[src/rtl/axi4_sram_ctrl_if.sv]
// AXI4 bus bundle shared by the SRAM controller and its masters.
// Only the signals the controller uses are carried.
`timescale 1ns/1ps
interface axi4_if #(
  parameter int ADDR_WIDTH = 32,
  parameter int DATA_WIDTH = 32,
  parameter int ID_WIDTH   = 4,
  parameter int USER_WIDTH = 1
);
  logic [ID_WIDTH-1:0]     awid;
  logic [ADDR_WIDTH-1:0]   awaddr;
  logic [7:0]              awlen;
  logic [2:0]              awsize;
  logic [1:0]              awburst;
  logic                    awvalid;
  logic                    awready;

  logic [DATA_WIDTH-1:0]   wdata;
  logic [DATA_WIDTH/8-1:0] wstrb;
  logic                    wlast;
  logic                    wvalid;
  logic                    wready;

  logic [ID_WIDTH-1:0]     bid;
  logic [1:0]              bresp;
  logic [USER_WIDTH-1:0]   buser;
  logic                    bvalid;
  logic                    bready;

  logic [ID_WIDTH-1:0]     arid;
  logic [ADDR_WIDTH-1:0]   araddr;
  logic [7:0]              arlen;
  logic [2:0]              arsize;
  logic [1:0]              arburst;
  logic                    arvalid;
  logic                    arready;

  logic [ID_WIDTH-1:0]     rid;
  logic [DATA_WIDTH-1:0]   rdata;
  logic [1:0]              rresp;
  logic                    rlast;
  logic [USER_WIDTH-1:0]   ruser;
  logic                    rvalid;
  logic                    rready;

  modport slave (
    input  awid, awaddr, awlen, awsize, awburst, awvalid,
    output awready,
    input  wdata, wstrb, wlast, wvalid,
    output wready,
    output bid, bresp, buser, bvalid,
    input  bready,
    input  arid, araddr, arlen, arsize, arburst, arvalid,
    output arready,
    output rid, rdata, rresp, rlast, ruser, rvalid,
    input  rready
  );

  modport master (
    output awid, awaddr, awlen, awsize, awburst, awvalid,
    input  awready,
    output wdata, wstrb, wlast, wvalid,
    input  wready,
    input  bid, bresp, buser, bvalid,
    output bready,
    output arid, araddr, arlen, arsize, arburst, arvalid,
    input  arready,
    input  rid, rdata, rresp, rlast, ruser, rvalid,
    output rready
  );
endinterface

[src/rtl/axi4_sram_ctrl.sv]
// AXI4 slave in front of a single-port SRAM with 1-cycle read latency.
// One burst at a time; write/read arbitration alternates on ties.
`timescale 1ns/1ps
module axi4_sram_ctrl #(
  parameter int ADDR_WIDTH     = 32,
  parameter int DATA_WIDTH     = 32,
  parameter int MEM_DEPTH_LOG2 = 10,
  parameter int ID_WIDTH       = 4
) (
  input  logic                      i_clk,
  input  logic                      i_rst_n,
  axi4_if.slave                     axi_if,
  output logic                      o_mem_en,
  output logic                      o_mem_we,
  output logic [MEM_DEPTH_LOG2-1:0] o_mem_addr,
  output logic [DATA_WIDTH-1:0]     o_mem_wdata,
  output logic [DATA_WIDTH/8-1:0]   o_mem_wstrb,
  input  logic [DATA_WIDTH-1:0]     i_mem_rdata
);
  localparam int STRB_W     = DATA_WIDTH / 8;
  localparam int BYTE_SHIFT = $clog2(STRB_W);

  localparam logic [2:0] IDLE  = 3'd0;
  localparam logic [2:0] WDATA = 3'd1;
  localparam logic [2:0] WRESP = 3'd2;
  localparam logic [2:0] RADDR = 3'd3;
  localparam logic [2:0] RDATA = 3'd4;

  localparam logic [1:0] RESP_OKAY   = 2'b00;
  localparam logic [1:0] RESP_SLVERR = 2'b10;
  localparam logic [1:0] BURST_FIXED = 2'b00;
  localparam logic [1:0] BURST_WRAP  = 2'b10;

  logic [2:0]            state;
  logic                  last_wr;
  logic [ADDR_WIDTH-1:0] addr_q;
  logic [ADDR_WIDTH-1:0] addr_nxt;
  logic [7:0]            len_q;
  logic [2:0]            size_q;
  logic [1:0]            burst_q;
  logic [8:0]            beat_cnt;
  logic [8:0]            beat_inc;
  logic                  beat_is_last;
  logic [ID_WIDTH-1:0]   bid_q;
  logic [ID_WIDTH-1:0]   rid_q;
  logic [1:0]            bresp_q;
  logic                  rd_first;
  logic [DATA_WIDTH-1:0] rdata_p1;
  logic                  grant_wr;
  logic                  grant_rd;
  logic                  wr_hs;

  // Reserved burst encoding behaves as INCR.
  function automatic logic [ADDR_WIDTH-1:0] next_addr(
    input logic [ADDR_WIDTH-1:0] a,
    input logic [7:0]            len,
    input logic [2:0]            size,
    input logic [1:0]            burst
  );
    logic [ADDR_WIDTH-1:0] step;
    logic [ADDR_WIDTH-1:0] mask;
    step = ADDR_WIDTH'(1) << size;
    mask = (ADDR_WIDTH'({1'b0, len} + 9'd1) << size) - ADDR_WIDTH'(1);
    case (burst)
      BURST_FIXED: next_addr = a;
      BURST_WRAP:  next_addr = (a & ~mask) | ((a + step) & mask);
      default:     next_addr = a + step;
    endcase
  endfunction

  always_comb begin
    grant_wr = 1'b0;
    grant_rd = 1'b0;
    if (i_rst_n && state == IDLE) begin
      if (axi_if.awvalid && (!axi_if.arvalid || !last_wr)) grant_wr = 1'b1;
      else if (axi_if.arvalid)                             grant_rd = 1'b1;
    end
  end

  assign addr_nxt     = next_addr(addr_q, len_q, size_q, burst_q);
  assign beat_inc     = (&beat_cnt) ? beat_cnt : beat_cnt + 9'd1;
  assign beat_is_last = (beat_cnt == {1'b0, len_q});
  assign wr_hs        = (state == WDATA) && axi_if.wvalid;

  assign axi_if.awready = grant_wr;
  assign axi_if.arready = grant_rd;
  assign axi_if.wready  = (state == WDATA);
  assign axi_if.bvalid  = (state == WRESP);
  assign axi_if.bresp   = bresp_q;
  assign axi_if.bid     = bid_q;
  assign axi_if.buser   = '0;
  assign axi_if.rvalid  = (state == RDATA);
  assign axi_if.rlast   = (state == RDATA) && beat_is_last;
  assign axi_if.rresp   = RESP_OKAY;
  assign axi_if.rid     = rid_q;
  assign axi_if.ruser   = '0;

  // SRAM data is live only in the first RDATA cycle; afterwards the captured copy is held.
  assign axi_if.rdata = (state != RDATA) ? '0 :
                        rd_first         ? i_mem_rdata : rdata_p1;

  assign o_mem_en    = wr_hs || (state == RADDR);
  assign o_mem_we    = wr_hs;
  assign o_mem_addr  = MEM_DEPTH_LOG2'(addr_q >> BYTE_SHIFT);
  assign o_mem_wdata = wr_hs ? axi_if.wdata : '0;
  assign o_mem_wstrb = wr_hs ? axi_if.wstrb : '0;

  always_ff @(posedge i_clk or negedge i_rst_n) begin
    if (!i_rst_n) begin
      state    <= IDLE;
      last_wr  <= 1'b0;
      addr_q   <= '0;
      len_q    <= '0;
      size_q   <= '0;
      burst_q  <= '0;
      beat_cnt <= '0;
      bid_q    <= '0;
      rid_q    <= '0;
      bresp_q  <= RESP_OKAY;
      rd_first <= 1'b0;
      rdata_p1 <= '0;
    end else begin
      case (state)
        IDLE: begin
          if (grant_wr) begin
            addr_q   <= axi_if.awaddr;
            len_q    <= axi_if.awlen;
            size_q   <= axi_if.awsize;
            burst_q  <= axi_if.awburst;
            bid_q    <= axi_if.awid;
            beat_cnt <= '0;
            last_wr  <= 1'b1;
            state    <= WDATA;
          end else if (grant_rd) begin
            addr_q   <= axi_if.araddr;
            len_q    <= axi_if.arlen;
            size_q   <= axi_if.arsize;
            burst_q  <= axi_if.arburst;
            rid_q    <= axi_if.arid;
            beat_cnt <= '0;
            last_wr  <= 1'b0;
            state    <= RADDR;
          end
        end
        WDATA: begin
          if (axi_if.wvalid) begin
            addr_q   <= addr_nxt;
            beat_cnt <= beat_inc;
            if (axi_if.wlast) begin
              bresp_q <= beat_is_last ? RESP_OKAY : RESP_SLVERR;
              state   <= WRESP;
            end
          end
        end
        WRESP: begin
          if (axi_if.bready) state <= IDLE;
        end
        RADDR: begin
          rd_first <= 1'b1;
          state    <= RDATA;
        end
        RDATA: begin
          rd_first <= 1'b0;
          if (rd_first) rdata_p1 <= i_mem_rdata;
          if (axi_if.rready) begin
            addr_q   <= addr_nxt;
            beat_cnt <= beat_inc;
            state    <= beat_is_last ? IDLE : RADDR;
          end
        end
        default: state <= IDLE;
      endcase
    end
  end
endmodule

[src/flat_wrapper.sv]
// flat-port wrapper written by rule: the top's interface ports become plain ports
module axi4_sram_ctrl_flat 
#(
  parameter int ADDR_WIDTH     = 32,
  parameter int DATA_WIDTH     = 32,
  parameter int MEM_DEPTH_LOG2 = 10,
  parameter int ID_WIDTH       = 4
)
  (i_clk, i_rst_n, o_mem_en, o_mem_we, o_mem_addr, o_mem_wdata, o_mem_wstrb, i_mem_rdata, axi_if_awid, axi_if_awaddr, axi_if_awlen, axi_if_awsize, axi_if_awburst, axi_if_awvalid, axi_if_awready, axi_if_wdata, axi_if_wstrb, axi_if_wlast, axi_if_wvalid, axi_if_wready, axi_if_bid, axi_if_bresp, axi_if_buser, axi_if_bvalid, axi_if_bready, axi_if_arid, axi_if_araddr, axi_if_arlen, axi_if_arsize, axi_if_arburst, axi_if_arvalid, axi_if_arready, axi_if_rid, axi_if_rdata, axi_if_rresp, axi_if_rlast, axi_if_ruser, axi_if_rvalid, axi_if_rready);
  axi4_if #(.ADDR_WIDTH(ADDR_WIDTH), .DATA_WIDTH(DATA_WIDTH), .ID_WIDTH(ID_WIDTH)) axi_if_i ();
  input  logic i_clk;
  input  logic i_rst_n;
  output logic o_mem_en;
  output logic o_mem_we;
  output logic [MEM_DEPTH_LOG2-1:0] o_mem_addr;
  output logic [DATA_WIDTH-1:0] o_mem_wdata;
  output logic [DATA_WIDTH/8-1:0] o_mem_wstrb;
  input  logic [DATA_WIDTH-1:0] i_mem_rdata;
  input wire logic [$bits(axi_if_i.awid)-1:0] axi_if_awid;
  input wire logic [$bits(axi_if_i.awaddr)-1:0] axi_if_awaddr;
  input wire logic [$bits(axi_if_i.awlen)-1:0] axi_if_awlen;
  input wire logic [$bits(axi_if_i.awsize)-1:0] axi_if_awsize;
  input wire logic [$bits(axi_if_i.awburst)-1:0] axi_if_awburst;
  input wire logic [$bits(axi_if_i.awvalid)-1:0] axi_if_awvalid;
  output wire logic [$bits(axi_if_i.awready)-1:0] axi_if_awready;
  input wire logic [$bits(axi_if_i.wdata)-1:0] axi_if_wdata;
  input wire logic [$bits(axi_if_i.wstrb)-1:0] axi_if_wstrb;
  input wire logic [$bits(axi_if_i.wlast)-1:0] axi_if_wlast;
  input wire logic [$bits(axi_if_i.wvalid)-1:0] axi_if_wvalid;
  output wire logic [$bits(axi_if_i.wready)-1:0] axi_if_wready;
  output wire logic [$bits(axi_if_i.bid)-1:0] axi_if_bid;
  output wire logic [$bits(axi_if_i.bresp)-1:0] axi_if_bresp;
  output wire logic [$bits(axi_if_i.buser)-1:0] axi_if_buser;
  output wire logic [$bits(axi_if_i.bvalid)-1:0] axi_if_bvalid;
  input wire logic [$bits(axi_if_i.bready)-1:0] axi_if_bready;
  input wire logic [$bits(axi_if_i.arid)-1:0] axi_if_arid;
  input wire logic [$bits(axi_if_i.araddr)-1:0] axi_if_araddr;
  input wire logic [$bits(axi_if_i.arlen)-1:0] axi_if_arlen;
  input wire logic [$bits(axi_if_i.arsize)-1:0] axi_if_arsize;
  input wire logic [$bits(axi_if_i.arburst)-1:0] axi_if_arburst;
  input wire logic [$bits(axi_if_i.arvalid)-1:0] axi_if_arvalid;
  output wire logic [$bits(axi_if_i.arready)-1:0] axi_if_arready;
  output wire logic [$bits(axi_if_i.rid)-1:0] axi_if_rid;
  output wire logic [$bits(axi_if_i.rdata)-1:0] axi_if_rdata;
  output wire logic [$bits(axi_if_i.rresp)-1:0] axi_if_rresp;
  output wire logic [$bits(axi_if_i.rlast)-1:0] axi_if_rlast;
  output wire logic [$bits(axi_if_i.ruser)-1:0] axi_if_ruser;
  output wire logic [$bits(axi_if_i.rvalid)-1:0] axi_if_rvalid;
  input wire logic [$bits(axi_if_i.rready)-1:0] axi_if_rready;
  assign axi_if_i.awid = axi_if_awid;
  assign axi_if_i.awaddr = axi_if_awaddr;
  assign axi_if_i.awlen = axi_if_awlen;
  assign axi_if_i.awsize = axi_if_awsize;
  assign axi_if_i.awburst = axi_if_awburst;
  assign axi_if_i.awvalid = axi_if_awvalid;
  assign axi_if_awready = axi_if_i.awready;
  assign axi_if_i.wdata = axi_if_wdata;
  assign axi_if_i.wstrb = axi_if_wstrb;
  assign axi_if_i.wlast = axi_if_wlast;
  assign axi_if_i.wvalid = axi_if_wvalid;
  assign axi_if_wready = axi_if_i.wready;
  assign axi_if_bid = axi_if_i.bid;
  assign axi_if_bresp = axi_if_i.bresp;
  assign axi_if_buser = axi_if_i.buser;
  assign axi_if_bvalid = axi_if_i.bvalid;
  assign axi_if_i.bready = axi_if_bready;
  assign axi_if_i.arid = axi_if_arid;
  assign axi_if_i.araddr = axi_if_araddr;
  assign axi_if_i.arlen = axi_if_arlen;
  assign axi_if_i.arsize = axi_if_arsize;
  assign axi_if_i.arburst = axi_if_arburst;
  assign axi_if_i.arvalid = axi_if_arvalid;
  assign axi_if_arready = axi_if_i.arready;
  assign axi_if_rid = axi_if_i.rid;
  assign axi_if_rdata = axi_if_i.rdata;
  assign axi_if_rresp = axi_if_i.rresp;
  assign axi_if_rlast = axi_if_i.rlast;
  assign axi_if_ruser = axi_if_i.ruser;
  assign axi_if_rvalid = axi_if_i.rvalid;
  assign axi_if_i.rready = axi_if_rready;
  axi4_sram_ctrl #(.ADDR_WIDTH(ADDR_WIDTH), .DATA_WIDTH(DATA_WIDTH), .MEM_DEPTH_LOG2(MEM_DEPTH_LOG2), .ID_WIDTH(ID_WIDTH)) u_core (.i_clk(i_clk), .i_rst_n(i_rst_n), .axi_if(axi_if_i), .o_mem_en(o_mem_en), .o_mem_we(o_mem_we), .o_mem_addr(o_mem_addr), .o_mem_wdata(o_mem_wdata), .o_mem_wstrb(o_mem_wstrb), .i_mem_rdata(i_mem_rdata));
endmodule
[config.mk]
export PLATFORM = sky130hd
export DESIGN_NAME = axi4_sram_ctrl_flat
export DESIGN_NICKNAME = d
export VERILOG_FILES = /design/src/rtl/axi4_sram_ctrl_if.sv /design/src/rtl/axi4_sram_ctrl.sv /design/src/flat_wrapper.sv
export SDC_FILE = /design/constraint.sdc
export NUM_CORES = 1
export LEC_CHECK = 0
export CORE_MARGIN = 1.5
export CORE_UTILIZATION = 45
export CTS_BUF_LIST = sky130_fd_sc_hd__clkbuf_4
export DETAILED_ROUTE_END_ITERATION = 10
export DONT_BUFFER_PORTS = 1
export GPL_ROUTABILITY_DRIVEN = 0
export SLEW_MARGIN = 20
export SYNTH_ARGS = -nofsm -noshare
export SYNTH_HDL_FRONTEND = slang
export SYNTH_SLANG_ARGS = --single-unit
[constraint.sdc]
create_clock -name i_clk -period 3.8 [get_ports i_clk]
set_input_delay 0.19 -clock i_clk [delete_from_list [all_inputs] [get_ports i_clk]]
set_output_delay 0.19 -clock i_clk [all_outputs]
set_load 0.02 [all_outputs]
======== Word level (Yosys, flattened, before mapping) ========
Index checks and enable logic that the tools add are counted.
word-level totals
  output and inout port bits .............. 100
  flip-flop bits (word level) ............. 101
  word-level logic and storage cells ...... 94
operators by class
  reductions and logical operators ........ 20
  equality and inequality tests ........... 12
  bitwise operators ....................... 5
  mux-type cells .......................... 39
  add/subtract/negate cells ............... 4
  shift operators ......................... 2
operators with widths
  operator                 number
  $mux W32                 7
  $pmux W32 S3             1
  $and A32 B32 Y32         2
  $pmux W32 S2             1
  $mux W9                  5
  $add A32 B32 Y32         1
  $not A32 Y32             1
  $or A32 B32 Y32          1
  $shl A1 B3 Y32 const A   1
  $shl A32 B3 Y32          1
  $sub A32 B1 Y32 const B  1
  $pmux W9 S3              1
  $mux W3                  8
  $mux W8                  2
  $pmux W3 S5              1
  $add A8 B1 Y9 const B    1
  $add A9 B1 Y9 const B    1
  $eq A9 B8 Y1             1
  $reduce_and A9 Y1        1
  $mux W2                  4
  $mux W1                  7
  $eq A3 B2 Y1 const B     2
  $ne A3 B3 Y1 const B     2
  $reduce_and A3 Y1        2
  other kinds (18)         27

======== Depth between registers and ports, before layout ========
Gate-level depths: netlist of the first run.
  depth in word-level cells ............... 9
  gate-level depth with buffers ........... 15

======== Worst setup path after synthesis of the first run ========
Ideal clock, no wire load.
  path kind ............................... reg-to-reg
  start point ............................. register u_core.len_q[0]
  end point ............................... register (tool-made name)
  arrival time ............................ 3.045 ns
  stages on the path, launching flop included .. 11
  period minus slack after synthesis ...... 3.132 ns
  library setup time ...................... 0.087 ns
  slack ................................... 0.668 ns
  required time ........................... 3.713 ns
  path through ............................ dfrtp_1 > ha_1 > xor2_1 > a211oi_1 > o32ai_1 > or4_4 > nor3_4 > nand2_2 > or3b_1 > a211o_1 > a211oi_2
RTL lines
  item                    RTL line               text
  from (decl)             axi4_sram_ctrl.sv:38   logic [7:0] len_q;
  from (signal assigned)  axi4_sram_ctrl.sv:127  len_q <= axi_if.awlen;
  from (signal assigned)  axi4_sram_ctrl.sv:136  len_q <= axi_if.arlen;

==> out/results.ini, run 1 <==
[outcome]
status=finished, final reports clean

[pwr]
seq_power_share_pct=30.9
p_switching_w=0.00290
p_comb_share_pct=60.7
power_frac_clock_pct=8.5
power_w=0.00586
power_density_nw_per_um2=819
cellInternalPower_w=0.00296
leakage_nw=3.23
peakVddDrop_mv=0.338
swShare_pct=49.5

[job]
cap_viol_max_count=0

[detailed_routing]
wire_per_inst_microns=18.8
firstDrtPassIters=5
drc=0
antenna_left=0
vias=5503
viasPerCell=5.75
routed_wl_microns=18000
drt_iter0_drc=252

[die]
start_util_pct=45.9
pin_count=274
rows=42
die_w_microns=119
dieHeight_microns=119
die-area_sq_um=14200
core-area_sq_um=13200

[synthesis]
ys_types=70
synthArstFlopShare_pct=100
synth_edf_count=0
seq_area_frac_synth_pct=33.0
yosys.area.top_type=dfrtp_1
synth_commonest_cells=86 x nand2_1, 80 x dfrtp_1, 72 x nor2_1
ys_ff_latch=80
synth_flop_cell=dfrtp_1
yosys.area.top_type_share_pct=33.0
synth.top_cells.by_area=dfrtp_1 33%, mux2i_1 8.3%, mux2_2 6.1%, nand2_1 5.3%, nor2_1 4.5%
netlist_instances=712
synth.most_common_cell=nand2_1
ys.warnings.count=0
syn_area_sq_um=6060
avgSynthCellArea_sq_um=8.51

[hold_path]
whs_path_depth=4
hold_path_class=in -> reg

[clock_network]
cts_buffer_depth=2
root_buffer=clkbuf_4
cts_sinks=80
cts_tree=done
cts_resized=0
clock_latency_ns=0.47
clkSlewWorstSetupHoldPaths_ns=0.15
numCtsBuffers=9
htreeDepth=3

[critical_path]
r2r_setup_slack_ns=0.47
path_class=reg -> reg
cp-end-kind=flip-flop
startpoint=u_core.len_q[2]
cp_max_fo=13
reg2reg_from=u_core.len_q[2]
required_ns=4.19
critical_path_arrival_ns=3.72
r2r_cells=9
startpoint_type=flip-flop

[global_routing]
grt_pass1_vias=5525
grt_max_degree=81
grt-ovfl-total=0
track_usage_pct=25.5
grt_first_pass_wirelength_microns=28600
antenna_found_initial=7

[sta]
max_slew_margin_pct=36.1
slew_viol_final=0
fmax_mhz=300
worst_slack_ns=0.468
final.min_clock_period_ns=3.33
tightest_slew_ns=0.959
setup_tns_ns=0
finalSetupViolCount=0
hold_viol_final=0
fin_crit_sh_pct=87.7
rsz0062_at_grt=no
fin_skew_ns=0.0168

[layout]
area_growth_syn_to_layout_pct=18.2
nNetsFinal=957
drive_above_1_share_pct=11.6
stdcell_area_sq_um=7160

[placed_design]
portBuffers=0
dp_hpwl_microns=12700
preCtsSetupSlack_ns=0.542
place_area_sq_um=6170

layout by cell type, fill, tap and decap left out, types with 8 or more instances in the layout:
| cell type | instances |
|---|---|
| and2_1 | 39 |
| mux2_2 | 33 |
| xor2_1 | 18 |
| nand2_1 | 86 |
| a31oi_1 | 18 |
| inv_1 | 13 |
| xnor2_1 | 12 |
| nand2b_1 | 8 |
| buf_4 | 24 |
| dfrtp_1 | 79 |
| dlygate4sd3_1 | 82 |
| a211oi_1 | 9 |
| nand4_1 | 10 |
| nor2_1 | 71 |
| nor3_1 | 15 |
| nand3_1 | 14 |
| a21oi_1 | 23 |
| clkbuf_4 | 9 |
| mux2i_1 | 50 |
| o21ai_0 | 34 |
| nor2b_1 | 10 |
| ha_1 | 12 |
logic make-up (layout without fill, tap and decap cells):
group	count (synthesis)	in the layout	share of synthesized area (%)
AOI/OAI and AO/OA	147	147	16.5
xor gates and xnor gates	30	30	4.34
adders and majority gates	13	13	2.81
buffers and inverters	79	138	6.11
DFF	80	80	33.0
muxes	84	84	14.8
other	1	11	0.0619
and+or+nand+nor	278	278	22.3
area by class of cell:
type	count	area, sq um
multi-input combinational	557	3710
fill	1158	6030
clock buffer	9	67.6
tap	176	220
inverter	15	56.3
timing repair buffer	107	1030
antenna	6	15.0
clock inverter	7	53.8
sequential	80	2000
per-layer routing:
layer,up-vias,track usage (%),routed length [microns],share of wire (%)
li1,2631,-,-,-
met1,2622,29.8,7410,41
met2,225,44.9,9030,50
met3,23,5.65,1170,6.5
met4,2,10.8,371,2.1
met5,-,0,13,0.072
power by group through the flow:
stage          Combinational [W]  Clock [W]  Sequential (W)
2_1_floorplan            0.00291          0         0.00149
3_3_place_gp             0.00318          0         0.00180
3_5_place_dp             0.00325          0         0.00182
4_1_cts                  0.00352   0.000510         0.00180
5_1_grt                  0.00392   0.000544         0.00187
6_report                 0.00356   0.000497         0.00181
worst max-delay path: stages (launching register included):
cell and delay, ns:
dfrtp_1 0.67, xor2_1 0.22, a211oi_1 0.48, o32ai_1 0.16, or4_4 0.47, nor3_4 0.29, nand2_2 0.08, or3b_1 0.39
a211o_1 0.32, a211oi_2 0.17
what timing repair did:
action	CTS	global route
hold buffers	83	0
setup buffers	0	0
hold endpoints to repair	140	0
metrics by stage:
| stage | hold slack [ns] | std cells | utilization (%) |
|---|---|---|---|
| finish | 0.0427 | 957 | 54.3 |
| global route | 0.0204 | 955 | 54.2 |
| CTS | 0.0110 | 951 | 54.2 |
| detailed placement | -0.104 | 852 | 46.8 |
| global placement | -0.104 | 852 | 46.8 |
| floorplan | -0.106 | 716 | - |
worst min-delay path by stage:
stage / start / slack (ns) / to
2_1_floorplan: i_rst_n / -0.11 / asynchronous set/reset pin
3_3_place_gp: i_rst_n / -0.10 / u_core.axi_if.bid[3]
3_5_place_dp: i_rst_n / -0.10 / u_core.axi_if.bid[3]
4_1_cts: axi_if_araddr[3] / 0.01 / flip-flop
5_1_grt: axi_if_araddr[9] / 0.02 / flip-flop
6_report: axi_if_araddr[3] / 0.04 / flip-flop
Power figures use the tool's default switching activity.
==> inputs of run 2 (changes only) <==
PLACE_DENSITY_LB_ADDON = 0.25   (was unset)
SLEW_MARGIN = 0   (was 20)
==> run 2 against run 1 <==
  * Sequential cell count unchanged
  * Clock power up 16%
  * Non-clock buffer count down 8
  * Power up 0.43%
  * Utilization down 0.38 points
  * Worst hold slack worse by 0.014 ns
  * Setup slack worse by 0.021 ns
  * Maximum frequency down 0.62%
  * Wire length up 0.67%
  * Count of clock-buffer cells in the layout unchanged
  * Sequential share of layout area up 0.20 points
  * Die area unchanged
  * Largest cell class unchanged
==> out/results.ini, run 2 (same netlist as run 1, synthesis figures left out) <==
[outcome]
status=finished, final reports clean

[die]
core-area_sq_um=13200
die-area_sq_um=14200
rows=42
die_w_microns=119
dieHeight_microns=119
start_util_pct=45.9
pin_count=274

[pwr]
p_comb_share_pct=59.4
swShare_pct=49.3
p_switching_w=0.00290
cellInternalPower_w=0.00298
power_w=0.00589
power_density_nw_per_um2=828
leakage_nw=3.21
seq_power_share_pct=30.8
peakVddDrop_mv=0.575
power_frac_clock_pct=9.8

[hold_path]
hp-start=axi_if_awaddr[6]
whs_path_depth=4
hold_path_class=in -> reg

[detailed_routing]
vias=5503
viasPerCell=5.82
wl_met3_microns=1250
antenna_left=0
drc=0
dr.max_layer_used=met5
drt_iter0_drc=334
routed_wl_microns=18100
wl_met2_microns=8960
drt-met1-wl_microns=7620
firstDrtPassIters=5
wire_per_inst_microns=19.2

[sta]
fmax_mhz=298
worst_slack_ns=0.447
final.min_clock_period_ns=3.35
fin_skew_ns=0.0191
hold_viol_final=0
finalSetupViolCount=0
max_slew_margin_pct=36.8
rsz0062_at_grt=no
fin_crit_sh_pct=88.2
slew_viol_final=0
setup_tns_ns=0
tightest_slew_ns=0.948

[clock_network]
root_buffer=clkbuf_4
numCtsBuffers=9
htreeDepth=3
cts_buffer_depth=2
cts_sinks=80
clock_latency_ns=0.46
cts_tree=done
postCtsSetupRepairBufs=0
clkSlewWorstSetupHoldPaths_ns=0.15

[critical_path]
r2r_setup_slack_ns=0.45
slowest_stage=dfrtp_1
slowest_delay_ns=0.58
critical_path.top_delay_family=compound AO/OA/AOI/OAI gates
critical_path_arrival_ns=3.72
r2r_cells=10
critical_path_buf_inv_count=0
crit_top_cell=a21o_1
cp.depth=10
cp-end-kind=flip-flop
startpoint_type=flip-flop
required_ns=4.17
crit_chain=nor3_1 > ha_1 > a211oi_1 > o21ai_0 > a21o_1 > a21o_1 > a21oi_1 > and4bb_2 > mux2i_1 > a211o_1
cp_max_fo=16
reg2reg_from=u_core.size_q[1]
path_class=reg -> reg

[layout]
area_growth_syn_to_layout_pct=17.3
drive_above_1_share_pct=11.5
final_cells=945
layout_common_cells=86 x nand2_1, 79 x dfrtp_1, 77 x dlygate4sd3_1, 71 x nor2_1, 50 x mux2i_1
layout_commonest_cell=nand2_1
nNetsFinal=949

[global_routing]
grt_pass1_vias=5302
grt-ovfl-total=0
grt_max_degree=81
track_usage_pct=25.4
antenna_found_initial=2
grt_first_pass_wirelength_microns=28400

[placed_design]
portBuffers=0
dp_hpwl_microns=12700
preCtsSetupSlack_ns=0.467
dp_cells=849

[job]
cap_viol_max_count=0

[run 2: changes by cell type in the layout (fill, tap and decap cells not counted)]
cell	previous run	this run
clkinv_4	0	1
diode_2	6	2
clkinv_1	2	1
dlygate4sd3_1	82	77
clkinv_2	1	0
buf_4	24	21
inv_6	3	2
bufinv_16	0	1
inv_8	1	2
[run 2: metal layers]
metal  vias to the layer above  track usage (%)
met4                         2             7.30
met1                      2618             32.7
met2                       236             43.9
met3                        25             4.26
li1                       2622                -
met5                         -                0
[run 2: final cells by class]
cell class / instances / area [sq um]
diodes: 2 / 5.00
clock inverters: 7 / 86.3
repair buffers: 99 / 956
inverters: 15 / 56.3
clock buffers: 9 / 67.6
multi-input cells: 557 / 3710
well taps: 176 / 220
flip-flops and latches: 80 / 2000
fillers: 1183 / 6080
[run 2: tightest hold or removal path: cells and delay by family]
kind / cells / cell delay (ns)
and+or+nand+nor: 2 / 0.13
AOI/OAI and AO/OA: 2 / 0.15
[run 2: worst max path at each step]
stage / startpoint / end / slack, ns
after CTS: u_core.size_q[1] / flip-flop / 0.45
after floorplan: u_core.len_q[0] / flip-flop / 0.67
final: u_core.size_q[1] / flip-flop / 0.45
after detailed placement: u_core.size_q[1] / flip-flop / 0.47
after global placement: u_core.size_q[1] / flip-flop / 0.49
after global routing: u_core.size_q[1] / flip-flop / 0.14
[run 2: power by group through the flow]
| stage | sequential (W) | combinational [W] | clock, W |
|---|---|---|---|
| 6_report | 0.00181 | 0.00349 | 0.000579 |
| 5_1_grt | 0.00187 | 0.00386 | 0.000638 |
| 4_1_cts | 0.00180 | 0.00347 | 0.000599 |
| 3_5_place_dp | 0.00182 | 0.00324 | 0 |
| 3_3_place_gp | 0.00180 | 0.00316 | 0 |
| 2_1_floorplan | 0.00149 | 0.00291 | 0 |
[run 2: timing repair]
action,4_1_cts,5_1_grt
hold endpoints to repair,138,0
resized for setup,0,0
setup endpoints to repair,0,0
hold buffers,78,0
[run 2: through the flow]
step	hold slack, ns	utilization [%]	cell area, sq um
after floorplan	-0.106	-	6070
after global placement	-0.104	46.6	6150
after detailed placement	-0.104	46.6	6150
after CTS	0.00107	53.9	7100
after global routing	0.0232	53.9	7110
final	0.0284	53.9	7110
